==> config.mk <==
export PLATFORM = sky130hd
export DESIGN_NAME = delay_sequencer_flat
export DESIGN_NICKNAME = d
export VERILOG_FILES = /design/src/rtl/delay_seq_pkg.sv /design/src/rtl/delay_sequencer_if.sv /design/src/rtl/delay_seq_rom.sv /design/src/rtl/delay_sequencer.sv /design/src/flat_wrapper.sv
export SDC_FILE = /design/constraint.sdc
export NUM_CORES = 1
export LEC_CHECK = 0
export ABC_AREA = 0
export CAP_MARGIN = 20
export CORE_ASPECT_RATIO = 1.4
export CORE_MARGIN = 3
export CORE_UTILIZATION = 38
export CTS_CLUSTER_DIAMETER = 150
export DETAILED_ROUTE_END_ITERATION = 12
export GPL_ROUTABILITY_DRIVEN = 0
export PLACE_DENSITY = 0.66
export SKIP_LAST_GASP = 1
export SYNTH_ARGS = -nofsm -noshare
export SYNTH_HDL_FRONTEND = slang
export SYNTH_SLANG_ARGS = --single-unit
==> constraint.sdc <==
create_clock -name clk -period 4.1 [get_ports clk]
set_input_delay 0.82 -clock clk [delete_from_list [all_inputs] [get_ports clk]]
set_output_delay 0.82 -clock clk [all_outputs]
set_load 0.005 [all_outputs]
==> src/rtl/delay_seq_pkg.sv <==
// Shared definitions for the delay sequencer: step-entry layout, FSM
// encoding, delay-select codes, the default step table and small helpers.
package delay_seq_pkg;

  localparam int ACT_W    = 4;
  localparam int DSEL_W   = 2;
  localparam int STEP_W   = 4;
  localparam int MAX_STEP = 16;
  localparam int TCNT_W   = 24;

  // Delay-length select codes understood by the downstream delay timer.
  localparam logic [DSEL_W-1:0] DSEL_10MS = 2'b00;
  localparam logic [DSEL_W-1:0] DSEL_2S   = 2'b01;

  // One step-table entry: action code, delay select, end-of-sequence mark.
  typedef struct packed {
    logic [ACT_W-1:0]  act;
    logic [DSEL_W-1:0] dsel;
    logic              last;
  } step_entry_t;

  // Full table, always MAX_STEP entries; unused tail entries are ignored.
  typedef step_entry_t [MAX_STEP-1:0] step_table_t;

  typedef enum logic [2:0] {
    ST_IDLE  = 3'd0,
    ST_ISSUE = 3'd1,
    ST_WAIT  = 3'd2,
    ST_GAP   = 3'd3,
    ST_FIN   = 3'd4
  } state_e;

  function automatic step_entry_t mk_entry(input logic [ACT_W-1:0]  act,
                                           input logic [DSEL_W-1:0] dsel,
                                           input logic              last);
    step_entry_t e;
    e.act  = act;
    e.dsel = dsel;
    e.last = last;
    return e;
  endfunction

  // Default product table: 8 steps, action codes 1..8, delays alternate
  // 10 ms / 2 s starting with 10 ms, last mark on step 7.
  function automatic step_table_t default_table();
    step_table_t t;
    t = '0;
    for (int i = 0; i < 8; i++) begin
      t[i] = mk_entry(4'(i + 1),
                      (i % 2 == 1) ? DSEL_2S : DSEL_10MS,
                      (i == 7) ? 1'b1 : 1'b0);
    end
    return t;
  endfunction

  localparam step_table_t DEFAULT_TABLE = default_table();

  // Saturating increment for the per-step timeout counter.
  function automatic logic [TCNT_W-1:0] sat_inc(input logic [TCNT_W-1:0] v);
    logic [TCNT_W-1:0] r;
    if (v == {TCNT_W{1'b1}}) begin
      r = v;
    end else begin
      r = v + 24'd1;
    end
    return r;
  endfunction

endpackage

==> src/rtl/delay_sequencer_if.sv <==
// Control/status bundle between the sequencer and its environment.
// master = the side requesting runs and reporting delay elapsed,
// slave  = the sequencer itself.
interface delay_sequencer_if;
  import delay_seq_pkg::*;

  logic              start;
  logic              abort;
  logic              ready_i;
  logic              enable_o;
  logic [DSEL_W-1:0] x_o;
  logic [ACT_W-1:0]  act_o;
  logic [STEP_W-1:0] step_o;
  logic              busy;
  logic              done;
  logic              err;

  modport master (
    output start, abort, ready_i,
    input  enable_o, x_o, act_o, step_o, busy, done, err
  );

  modport slave (
    input  start, abort, ready_i,
    output enable_o, x_o, act_o, step_o, busy, done, err
  );

endinterface

==> src/rtl/delay_seq_rom.sv <==
// Step table lookup. Purely combinational so a product can swap the
// table without touching the sequencer. Entry NSTEP-1 always terminates
// the sequence; indices past it read as an empty terminating entry.
module delay_seq_rom
  import delay_seq_pkg::*;
#(
  parameter int          NSTEP = 8,
  parameter step_table_t TABLE = DEFAULT_TABLE
) (
  input  logic [STEP_W-1:0] idx_i,
  output step_entry_t       entry_o
);

  localparam logic [STEP_W-1:0] LAST_IDX = 4'(NSTEP - 1);

  // Select the entry for the current step and force the end mark at the table end.
  always_comb begin
    entry_o = TABLE[idx_i];
    if (idx_i > LAST_IDX) begin
      entry_o = mk_entry(4'd0, DSEL_10MS, 1'b1);
    end else if (idx_i == LAST_IDX) begin
      entry_o.last = 1'b1;
    end else begin
      entry_o.last = TABLE[idx_i].last;
    end
  end

endmodule

==> src/rtl/delay_sequencer.sv <==
// Delay sequencer: walks a step table, driving an action code and a
// delay-timer request per step, waiting for the timer's ready with a
// per-step timeout. All outputs are registered and aligned with the
// FSM state they describe.
module delay_sequencer
  import delay_seq_pkg::*;
#(
  parameter int          NSTEP       = 8,
  parameter logic [23:0] TIMEOUT_CYC = 24'd3_000_000,
  parameter step_table_t TABLE       = DEFAULT_TABLE
) (
  input logic             clk,
  input logic             reset,
  delay_sequencer_if.slave bus
);

  // Count value seen on the last allowed WAIT cycle.
  localparam logic [TCNT_W-1:0] TMO_LAST = TIMEOUT_CYC - 24'd1;

  state_e            state_q, state_d;
  logic [STEP_W-1:0] step_q,  step_d;
  logic [ACT_W-1:0]  act_q,   act_d;
  logic [DSEL_W-1:0] x_q,     x_d;
  logic              en_q,    en_d;
  logic              busy_q,  busy_d;
  logic              done_q,  done_d;
  logic              err_q,   err_d;
  logic [TCNT_W-1:0] tcnt_q,  tcnt_d;
  step_entry_t       entry_s;

  delay_seq_rom #(
    .NSTEP (NSTEP),
    .TABLE (TABLE)
  ) u_rom (
    .idx_i   (step_q),
    .entry_o (entry_s)
  );

  // Next-state and next-output logic; abort overrides everything outside IDLE.
  always_comb begin
    state_d = state_q;
    step_d  = step_q;
    act_d   = act_q;
    x_d     = x_q;
    err_d   = err_q;
    tcnt_d  = tcnt_q;

    if ((state_q != ST_IDLE) && bus.abort) begin
      state_d = ST_IDLE;
      act_d   = 4'd0;
      x_d     = DSEL_10MS;
      tcnt_d  = 24'd0;
    end else begin
      case (state_q)
        ST_IDLE: begin
          if (bus.start) begin
            err_d   = 1'b0;
            step_d  = 4'd0;
            state_d = ST_ISSUE;
          end else begin
            state_d = ST_IDLE;
          end
        end
        ST_ISSUE: begin
          act_d   = entry_s.act;
          x_d     = entry_s.dsel;
          tcnt_d  = 24'd0;
          state_d = ST_WAIT;
        end
        ST_WAIT: begin
          tcnt_d = sat_inc(tcnt_q);
          // ready wins over a coincident timeout
          if (bus.ready_i) begin
            if (entry_s.last) begin
              state_d = ST_FIN;
            end else begin
              state_d = ST_GAP;
            end
          end else if (tcnt_q >= TMO_LAST) begin
            err_d   = 1'b1;
            state_d = ST_IDLE;
          end else begin
            state_d = ST_WAIT;
          end
        end
        ST_GAP: begin
          step_d  = step_q + 4'd1;
          state_d = ST_ISSUE;
        end
        ST_FIN: begin
          state_d = ST_IDLE;
        end
        default: begin
          state_d = ST_IDLE;
        end
      endcase
    end

    // Status outputs describe the state being entered, so they line up
    // with state_q once registered.
    en_d   = (state_d == ST_WAIT);
    busy_d = (state_d != ST_IDLE);
    done_d = (state_d == ST_FIN);
  end

  // State and output registers with synchronous reset.
  always_ff @(posedge clk) begin
    if (reset) begin
      state_q <= ST_IDLE;
      step_q  <= 4'd0;
      act_q   <= 4'd0;
      x_q     <= DSEL_10MS;
      en_q    <= 1'b0;
      busy_q  <= 1'b0;
      done_q  <= 1'b0;
      err_q   <= 1'b0;
      tcnt_q  <= 24'd0;
    end else begin
      state_q <= state_d;
      step_q  <= step_d;
      act_q   <= act_d;
      x_q     <= x_d;
      en_q    <= en_d;
      busy_q  <= busy_d;
      done_q  <= done_d;
      err_q   <= err_d;
      tcnt_q  <= tcnt_d;
    end
  end

  assign bus.enable_o = en_q;
  assign bus.x_o      = x_q;
  assign bus.act_o    = act_q;
  assign bus.step_o   = step_q;
  assign bus.busy     = busy_q;
  assign bus.done     = done_q;
  assign bus.err      = err_q;

endmodule

==> src/flat_wrapper.sv <==
// flat-port wrapper written by rule: the top's interface ports become plain ports
module delay_sequencer_flat import delay_seq_pkg::*;
#(
  parameter int          NSTEP       = 8,
  parameter logic [23:0] TIMEOUT_CYC = 24'd3_000_000,
  parameter step_table_t TABLE       = DEFAULT_TABLE
)
  (clk, reset, bus_start, bus_abort, bus_ready_i, bus_enable_o, bus_x_o, bus_act_o, bus_step_o, bus_busy, bus_done, bus_err);
  delay_sequencer_if bus_i ();
  input logic clk;
  input logic reset;
  input wire logic [$bits(bus_i.start)-1:0] bus_start;
  input wire logic [$bits(bus_i.abort)-1:0] bus_abort;
  input wire logic [$bits(bus_i.ready_i)-1:0] bus_ready_i;
  output wire logic [$bits(bus_i.enable_o)-1:0] bus_enable_o;
  output wire logic [$bits(bus_i.x_o)-1:0] bus_x_o;
  output wire logic [$bits(bus_i.act_o)-1:0] bus_act_o;
  output wire logic [$bits(bus_i.step_o)-1:0] bus_step_o;
  output wire logic [$bits(bus_i.busy)-1:0] bus_busy;
  output wire logic [$bits(bus_i.done)-1:0] bus_done;
  output wire logic [$bits(bus_i.err)-1:0] bus_err;
  assign bus_i.start = bus_start;
  assign bus_i.abort = bus_abort;
  assign bus_i.ready_i = bus_ready_i;
  assign bus_enable_o = bus_i.enable_o;
  assign bus_x_o = bus_i.x_o;
  assign bus_act_o = bus_i.act_o;
  assign bus_step_o = bus_i.step_o;
  assign bus_busy = bus_i.busy;
  assign bus_done = bus_i.done;
  assign bus_err = bus_i.err;
  delay_sequencer #(.NSTEP(NSTEP), .TIMEOUT_CYC(TIMEOUT_CYC), .TABLE(TABLE)) u_core (.clk(clk), .reset(reset), .bus(bus_i));
endmodule
After elaboration in Yosys (flattened, before gate mapping) --
Memories as Yosys holds them, arrays and structs flattened. A register that Yosys moved wholly into a read port is not among the register bits. Cells that the tools add are included.
Cells by class: equality and inequality tests 11, reduce and logical (&&, ||, !) cells 11, $lt $le $gt $ge 3, muxes and demuxes 20, $add $sub $neg 2, bitwise gates (word level) 1
Operator list (number):
- 24-bit one-hot mux with 2 select lines | 1
- 24-bit by 1-bit adder with 24-bit output, second input constant | 1
- 24-bit equality test, second input constant | 1
- 24-bit by 22-bit >= comparator with 1-bit output, second input constant | 1
- 24-bit two-way mux | 1
- 4-bit two-way mux | 3
- 3-bit one-hot mux with 4 select lines | 1
- 3-bit by 2-bit equality test with 1-bit output, second input constant | 3
- 3-bit two-way mux | 3
- 4-bit one-hot mux with 2 select lines | 1
- 7-bit two-way mux | 1
- 1-bit two-way mux | 6
- 6-bit two-way mux | 1
- 2-bit != test, second input constant | 3
- 2-bit nonzero test | 3
- 3-bit nonzero test | 2
- 4-bit by 5-bit < comparator with 1-bit output, second input constant | 1
- 5-bit AND reduction | 1
- 4-bit by 1-bit adder with 4-bit output, second input constant | 1
- 4-bit by 3-bit equality test with 1-bit output, second input constant | 1
- 4-bit by 3-bit > comparator with 1-bit output, second input constant | 1
- 3-bit by 1-bit equality test with 1-bit output, second input constant | 1
- 3-bit equality test, second input constant | 1
- 3-bit logical NOT | 1
- other kinds (8) | 8
Storage, ports and cells: output and inout port bits 14, flip-flop bits (word level) 41, memories kept 1, bits in read-only memories 112
Memory list:
- (no name shown) | depth 16, bits a word 7, read ports 1, clocked after memory_dff 1, write ports 0, RTL line delay_seq_rom.sv:24 | entry_o.last = TABLE[idx_i].last;

Logic depth before layout (Yosys ltp) --
Gate-level depths: netlist (run 1).
depth after elaboration 9, mapped depth 9, gate-level depth less buffers 8

Cells and area by module --
From an unflattened synthesis (run 1), not the netlist that was laid out.
Second synthesis, totals: cells, all modules 265, area, all modules 2165.8 µm²
By module, submodules not included:
- delay_sequencer | area an instance 2088.3 µm², instances 1, cells an instance 253, sequential area each 820.8 µm²
- delay_seq_rom | area an instance 77.6 µm², instances 1, cells an instance 12, sequential area each 0.0 µm²

Worst setup path before layout (run 1) --
OpenSTA, ideal clock, no wires.
path type in2reg, start in bus_start, end reg with a tool-made name, required time 3.975 ns, slack 1.706 ns, path buffers 0, cell stages on the path 6, arrival time 2.269 ns, cell sequence nor4b_1 nor3_1 a21oi_1 nor2_1 ha_1 nor2b_1
RTL lines:
- from (decl) | RTL line flat_wrapper.sv:12 | input wire logic [$bits(bus_i.start)-1:0] bus_start;

==> results of run 1 <==
[kinds of logic after synthesis]
kind of cell,after synthesis,share of synthesized area [%]
AND/OR/NAND/NOR,127,30.41
flip-flops,45,37.36
AO/OA/AOI/OAI,68,21.48
buffers and inverters,27,5.138
adder cells (fa/ha/maj),4,2.076
other,1,0.1555
XOR/XNOR,7,2.543
multiplexers,2,0.8303
[where the power goes]
part           switching [mW]  internal, mW
combinational          0.0911        0.0528
clock                   0.157         0.198
sequential             0.0133         0.448
total                   0.262         0.699
[worst max-delay path, cell delays in order]
cell,delay [ns]
clkdlybuf4s50_1,0.52
nor4bb_1,0.68
nor3_1,0.09
a21oi_1,0.23
nor2_1,0.12
ha_1,0.32
nor2b_1,0.13
[worst max path at each step]
stage,startpoint,end,cells after the start,slack [ns]
after floorplan,bus_start,register,6,1.71
after global placement,bus_abort,register,7,1.13
after detailed placement,bus_abort,register,7,1.07
after CTS,bus_abort,register,7,1.39
after global routing,bus_abort,register,8,1.24
final,bus_abort,register,7,1.38
[cell usage in the layout, fill, tap and decap left out, drive strengths merged, types with 4 or more instances in the layout]
cell type      instances
nor3                  11
or4                   10
dfxtp                 45
o311ai                 4
nand2                 26
nor2                  19
xnor2                  4
nand4                 15
inv                    9
a21oi                 20
a2111o                 5
o21ai                  6
nor4                   4
o31ai                  6
nand3                  9
o2111ai                9
buf                    5
clkbuf                 6
nand3b                 7
and3                   5
clkdlybuf4s50         17
a211o                  4
nor2b                  4
ha                     4
[layer usage]
metal	up-vias	share of wire, %	GRT usage, %
met5	-	0	0
met4	0	2.7	7.531
met1	1031	43	19.42
met2	53	51	28.74
met3	14	3.3	2.906
li1	1085	-	-
[layout make-up]
class	instances	area, µm²	share of cell area (%)
Multi-Input combinational cell	209	1391	50.75
Sequential cell	45	900.9	32.86
Timing Repair Buffer	22	207.7	7.576
Tap cell	70	87.58	3.195
Clock buffer	6	82.58	3.012
Clock inverter	2	37.54	1.369
Inverter	9	33.78	1.232
==> impl_metrics.py, run 1 <==
metrics = {
    "power": {
        "p_total_uw": 960.7,
        "p_leak_nw": 0.9006,
        "ir_worst_vdd_uv": 245.6,
        "power_density_mw_per_mm2": 350.5,
    },
    "cts": {
        "cts_sinks": 45,
        "cts_max_path_buffers": 2,
        "cts_tree": "done",
        "post_cts_buffers": 0,
        "cts-root-buf": "clkbuf_8",
        "clock_latency_ns": 0.30,
        "h-tree-depth": 2,
        "ctsHoldBuffers": 0,
        "path_clk_slew_ns": 0.09,
        "numCtsBuffers": 5,
        "cts_repair_resize_count": 0,
    },
    "route": {
        "ant_nets": 0,
        "drt-initial-drc-count": 133,
        "dr.pass1.iters": 4,
        "drc": 0,
        "post_drt_wl_per_cell_um": 15.53,
        "vias": 2183,
        "via_per_inst": 6.014,
        "wirelength_um": 5637,
    },
    "layout": {
        "fin_cells": 363,
        "areaGrowthSynthToFinish_pct": 13.70,
        "diodes": 0,
        "final_area_mm2": 0.002741,
        "drive_above_1_share_pct": 9.898,
        "fin_util_pct": 45.79,
        "nFillCells": 588,
        "final_nets": 301,
    },
    "placement": {
        "place_ws_ns": 1.067,
        "dp.cells": 355,
        "place_area_mm2": 0.002621,
        "dp_hpwl_um": 4125,
        "port_buffers": 17,
    },
    "synthesis": {
        "synthTopCellsByArea": "dfxtp_1 (37%), nand2_1 (4.0%), nand4_1 (3.6%)",
        "yosysTopAreaCellShare_pct": 37.36,
        "synth_top_area_cell": "dfxtp_1",
        "syn_area_mm2": 0.002411,
        "postSynthRegisterBits": 45,
        "synth.avg_cell_area_um2": 8.580,
        "synth_commonest_cells": "dfxtp_1 (45), nand2_1 (26), nor2_1 (19)",
        "synth_edf_count": 0,
        "yosysMostFrequentCell": "dfxtp_1",
        "async_flop_share_pct": 0,
        "ys_types": 57,
        "syn-num-nets": 290,
        "synth_cells": 281,
        "synth-main-ff-cell": "dfxtp_1",
        "yosys_warnings": 0,
        "seq_area_frac_synth_pct": 37.36,
    },
    "status": {
        "status": "complete, no violations",
    },
    "global_routing": {
        "antenna_found_initial": 0,
        "grt_first_pass_wirelength_um": 9625,
        "grt_max_degree": 24,
        "track_usage_pct": 16.55,
        "grt_pass1_vias": 2033,
        "overflow": 0,
    },
    "flow_run": {
        "max_cap_viol_count": 0,
    },
    "floorplan": {
        "coreArea_mm2": 0.005987,
        "die_h_um": 100.3,
        "initial_utilization_pct": 40.27,
        "die_w_um": 73.32,
        "num_rows": 33,
        "ios": 19,
        "dieArea_mm2": 0.007350,
    },
    "critical_path": {
        "crit_path_max_fanout": 7,
        "end_kind": "register",
        "reg2reg_to": "u_core.tcnt_q[23]$_SDFFE_PP0P_",
        "r2r_slack_ns": 1.71,
        "arrival_ns": 2.91,
        "cp_data_required_time_ns": 4.29,
        "r2r_cells": 4,
        "rr_startpoint": "u_core.state_q[1]$_SDFF_PP0_",
        "worstSetupPathType": "input pin to register",
        "critPathLaunchType": "input pin",
    },
    "sta": {
        "fmax_mhz": 368.1,
        "setup_viol": 0,
        "setup_tns_ns": 0,
        "fin_skew_ns": 0.006003,
        "drv_slew": 0,
        "slew_headroom_pct": 44.07,
        "layout_min_cycle_time_ns": 2.716,
        "worstMarginPinSlew_ns": 0.8353,
        "final-hold-violation-count": 0,
        "grt_setup_unrepaired": "false",
        "whs_ns": 0.4539,
        "fin_ws_ns": 1.384,
        "fin_crit_sh_pct": 66.25,
    },
    "hold_path": {
        "min_to": "u_core.bus.act_o[0]$_SDFFE_PP0P_",
        "min_from": "u_core.bus.act_o[0]$_SDFFE_PP0P_",
        "min_path_cells": 2,
        "min_path_type": "register to register",
    },
}
(Power assumes the default switching activity.)
==> inputs of run 2 (changes only) <==
- PLACE_DENSITY: 0.66 -> 0.68
- clock period: 4.1 -> 2.2 ns (I/O delays scaled with it)
==> run 2 against run 1 <==
Effect of this change:
- critical path depth decreased by 1
- clock power grew 85%
- combinational power rose by 130%
- cell count grew 6.9%
- sequential power rose by 85%
==> impl_metrics.py, run 2 (synthesized netlist as in run 1, its figures left out) <==
metrics = {
    "critical_path": {
        "rr_startpoint": "u_core.state_q[1]$_SDFF_PP0_",
        "startpoint": "bus_start",
        "crit_path_max_fanout": 5,
        "critPathTopFamily": "simple AND/OR/NAND/NOR gates",
        "critical_path.cell_chain": "clkdlybuf4s50_1, or3b_2, a2111oi_2, xnor2_1, nor3_2, nor2b_1",
        "worstSetupPathType": "input pin to register",
        "cp_num_cells": 6,
        "cp_slowest_cell": "or3b_2",
        "critPathLaunchType": "input pin",
        "reg2reg_to": "u_core.tcnt_q[9]$_SDFFE_PP0P_",
        "critPathMaxStageDelay_ns": 0.47,
        "r2r_slack_ns": 0.11,
        "r2r_cells": 5,
        "arrival_ns": 2.29,
        "end_kind": "register",
        "cp_data_required_time_ns": 2.39,
        "cp_num_buf_inv": 1,
    },
    "power": {
        "power_density_mw_per_mm2": 625.7,
        "ir_worst_vdd_uv": 459.2,
        "p_leak_nw": 1.023,
        "p_total_mw": 1.836,
    },
    "floorplan": {
        "num_rows": 33,
        "die_h_um": 100.3,
        "coreArea_mm2": 0.005987,
        "dieArea_mm2": 0.007350,
        "die_w_um": 73.32,
        "ios": 19,
        "initial_utilization_pct": 40.27,
    },
    "route": {
        "drt-initial-drc-count": 129,
        "via_per_inst": 5.884,
        "wirelength_um": 5963,
        "drc": 0,
        "ant_nets": 0,
        "post_drt_wl_per_cell_um": 15.37,
        "vias": 2283,
        "dr.pass1.iters": 4,
    },
    "sta": {
        "drv_slew": 0,
        "fmax_mhz": 474.4,
        "fin_skew_ns": 0.004688,
        "setup_viol": 0,
        "layout_min_cycle_time_ns": 2.108,
        "fin_crit_sh_pct": 95.82,
        "final-hold-violation-count": 0,
        "whs_ns": 0.4515,
        "grt_setup_unrepaired": "false",
        "fin_ws_ns": 0.09192,
    },
    "global_routing": {
        "track_usage_pct": 17.17,
        "grt_max_degree": 23,
        "overflow": 0,
        "grt_pass1_vias": 2210,
        "grt_first_pass_wirelength_um": 10140,
        "antenna_found_initial": 0,
    },
    "cts": {
        "cts-root-buf": "clkbuf_8",
        "cts_tree": "done",
        "clock_latency_ns": 0.30,
        "ctsHoldBuffers": 0,
        "numCtsBuffers": 5,
        "cts_max_path_buffers": 2,
        "post_cts_buffers": 0,
        "path_clk_slew_ns": 0.09,
        "h-tree-depth": 2,
        "cts_sinks": 45,
    },
    "flow_run": {
        "max_cap_viol_count": 0,
    },
    "layout": {
        "final_nets": 326,
        "mostFrequentLayoutCell": "dfxtp_1",
        "areaGrowthSynthToFinish_pct": 21.69,
        "diodes": 0,
        "fin_util_pct": 49.01,
        "fin_cells": 388,
        "layout_common_cells": "dfxtp_1 (45), buf_4 (30), nand2_1 (26)",
        "nFillCells": 557,
        "drive_above_1_share_pct": 17.30,
    },
    "hold_path": {
        "min_path_type": "register to register",
        "min_path_cells": 2,
    },
    "placement": {
        "place_ws_ns": -0.3098,
        "dp_hpwl_um": 4359,
        "dp.cells": 380,
        "port_buffers": 17,
    },
    "status": {
        "status": "complete, no violations",
    },
}
[run 2: stage by stage]
step,area [µm²],TNS [ns]
after floorplan,2411,0
after global placement,2809,-1.347
after detailed placement,2809,-1.503
after CTS,2929,0
after global routing,2934,0
final,2934,0
[run 2: worst register-to-register path: cells and delay by family, from the launching register on]
kind               cells  cell delay [ns]
AOI/OAI and AO/OA      1             0.15
and+or+nand+nor        4             1.43
DFF                    1             0.47
[run 2: final cells by class]
type                    instances  area (µm²)  area share, %
clock buffers                   6       82.58          2.815
repair buffers                 47       395.4          13.48
clock inverters                 2       37.54          1.279
inverters                       9       33.78          1.151
multi-input cells             209        1396          47.59
well taps                      70       87.58          2.985
flip-flops and latches         45       900.9          30.70
[run 2: worst min path at each step]
stage / slack [ns] / from / endpoint
global route: 0.48 / u_core.bus.x_o[0]$_SDFFE_PP0P_ / u_core.bus.x_o[0]$_SDFFE_PP0P_
CTS: 0.45 / u_core.bus.act_o[0]$_SDFFE_PP0P_ / u_core.bus.act_o[0]$_SDFFE_PP0P_
detailed placement: 0.44 / u_core.bus.act_o[0]$_SDFFE_PP0P_ / u_core.bus.act_o[0]$_SDFFE_PP0P_
floorplan: 0.45 / register / u_core.bus.act_o[0]$_SDFFE_PP0P_
finish: 0.45 / u_core.bus.act_o[0]$_SDFFE_PP0P_ / u_core.bus.act_o[0]$_SDFFE_PP0P_
global placement: 0.44 / u_core.bus.act_o[0]$_SDFFE_PP0P_ / u_core.bus.act_o[0]$_SDFFE_PP0P_
[run 2: power by group]
part	internal (mW)	switching, mW
Sequential	0.835	0.0199
Clock	0.369	0.286
Combinational	0.138	0.187
[run 2: metal layers]
metal	up-vias	track usage (%)	part of all wire [%]
li1	1142	-	-
met1	1071	19.38	40
met2	56	31.01	54
met3	14	3.407	3.4
met4	0	6.555	2.4
met5	-	0	0
[run 2: what timing repair did]
item	in CTS	in global routing
gates resized for setup	0	1
setup endpoints to repair	0	4
hold endpoints to repair	0	0
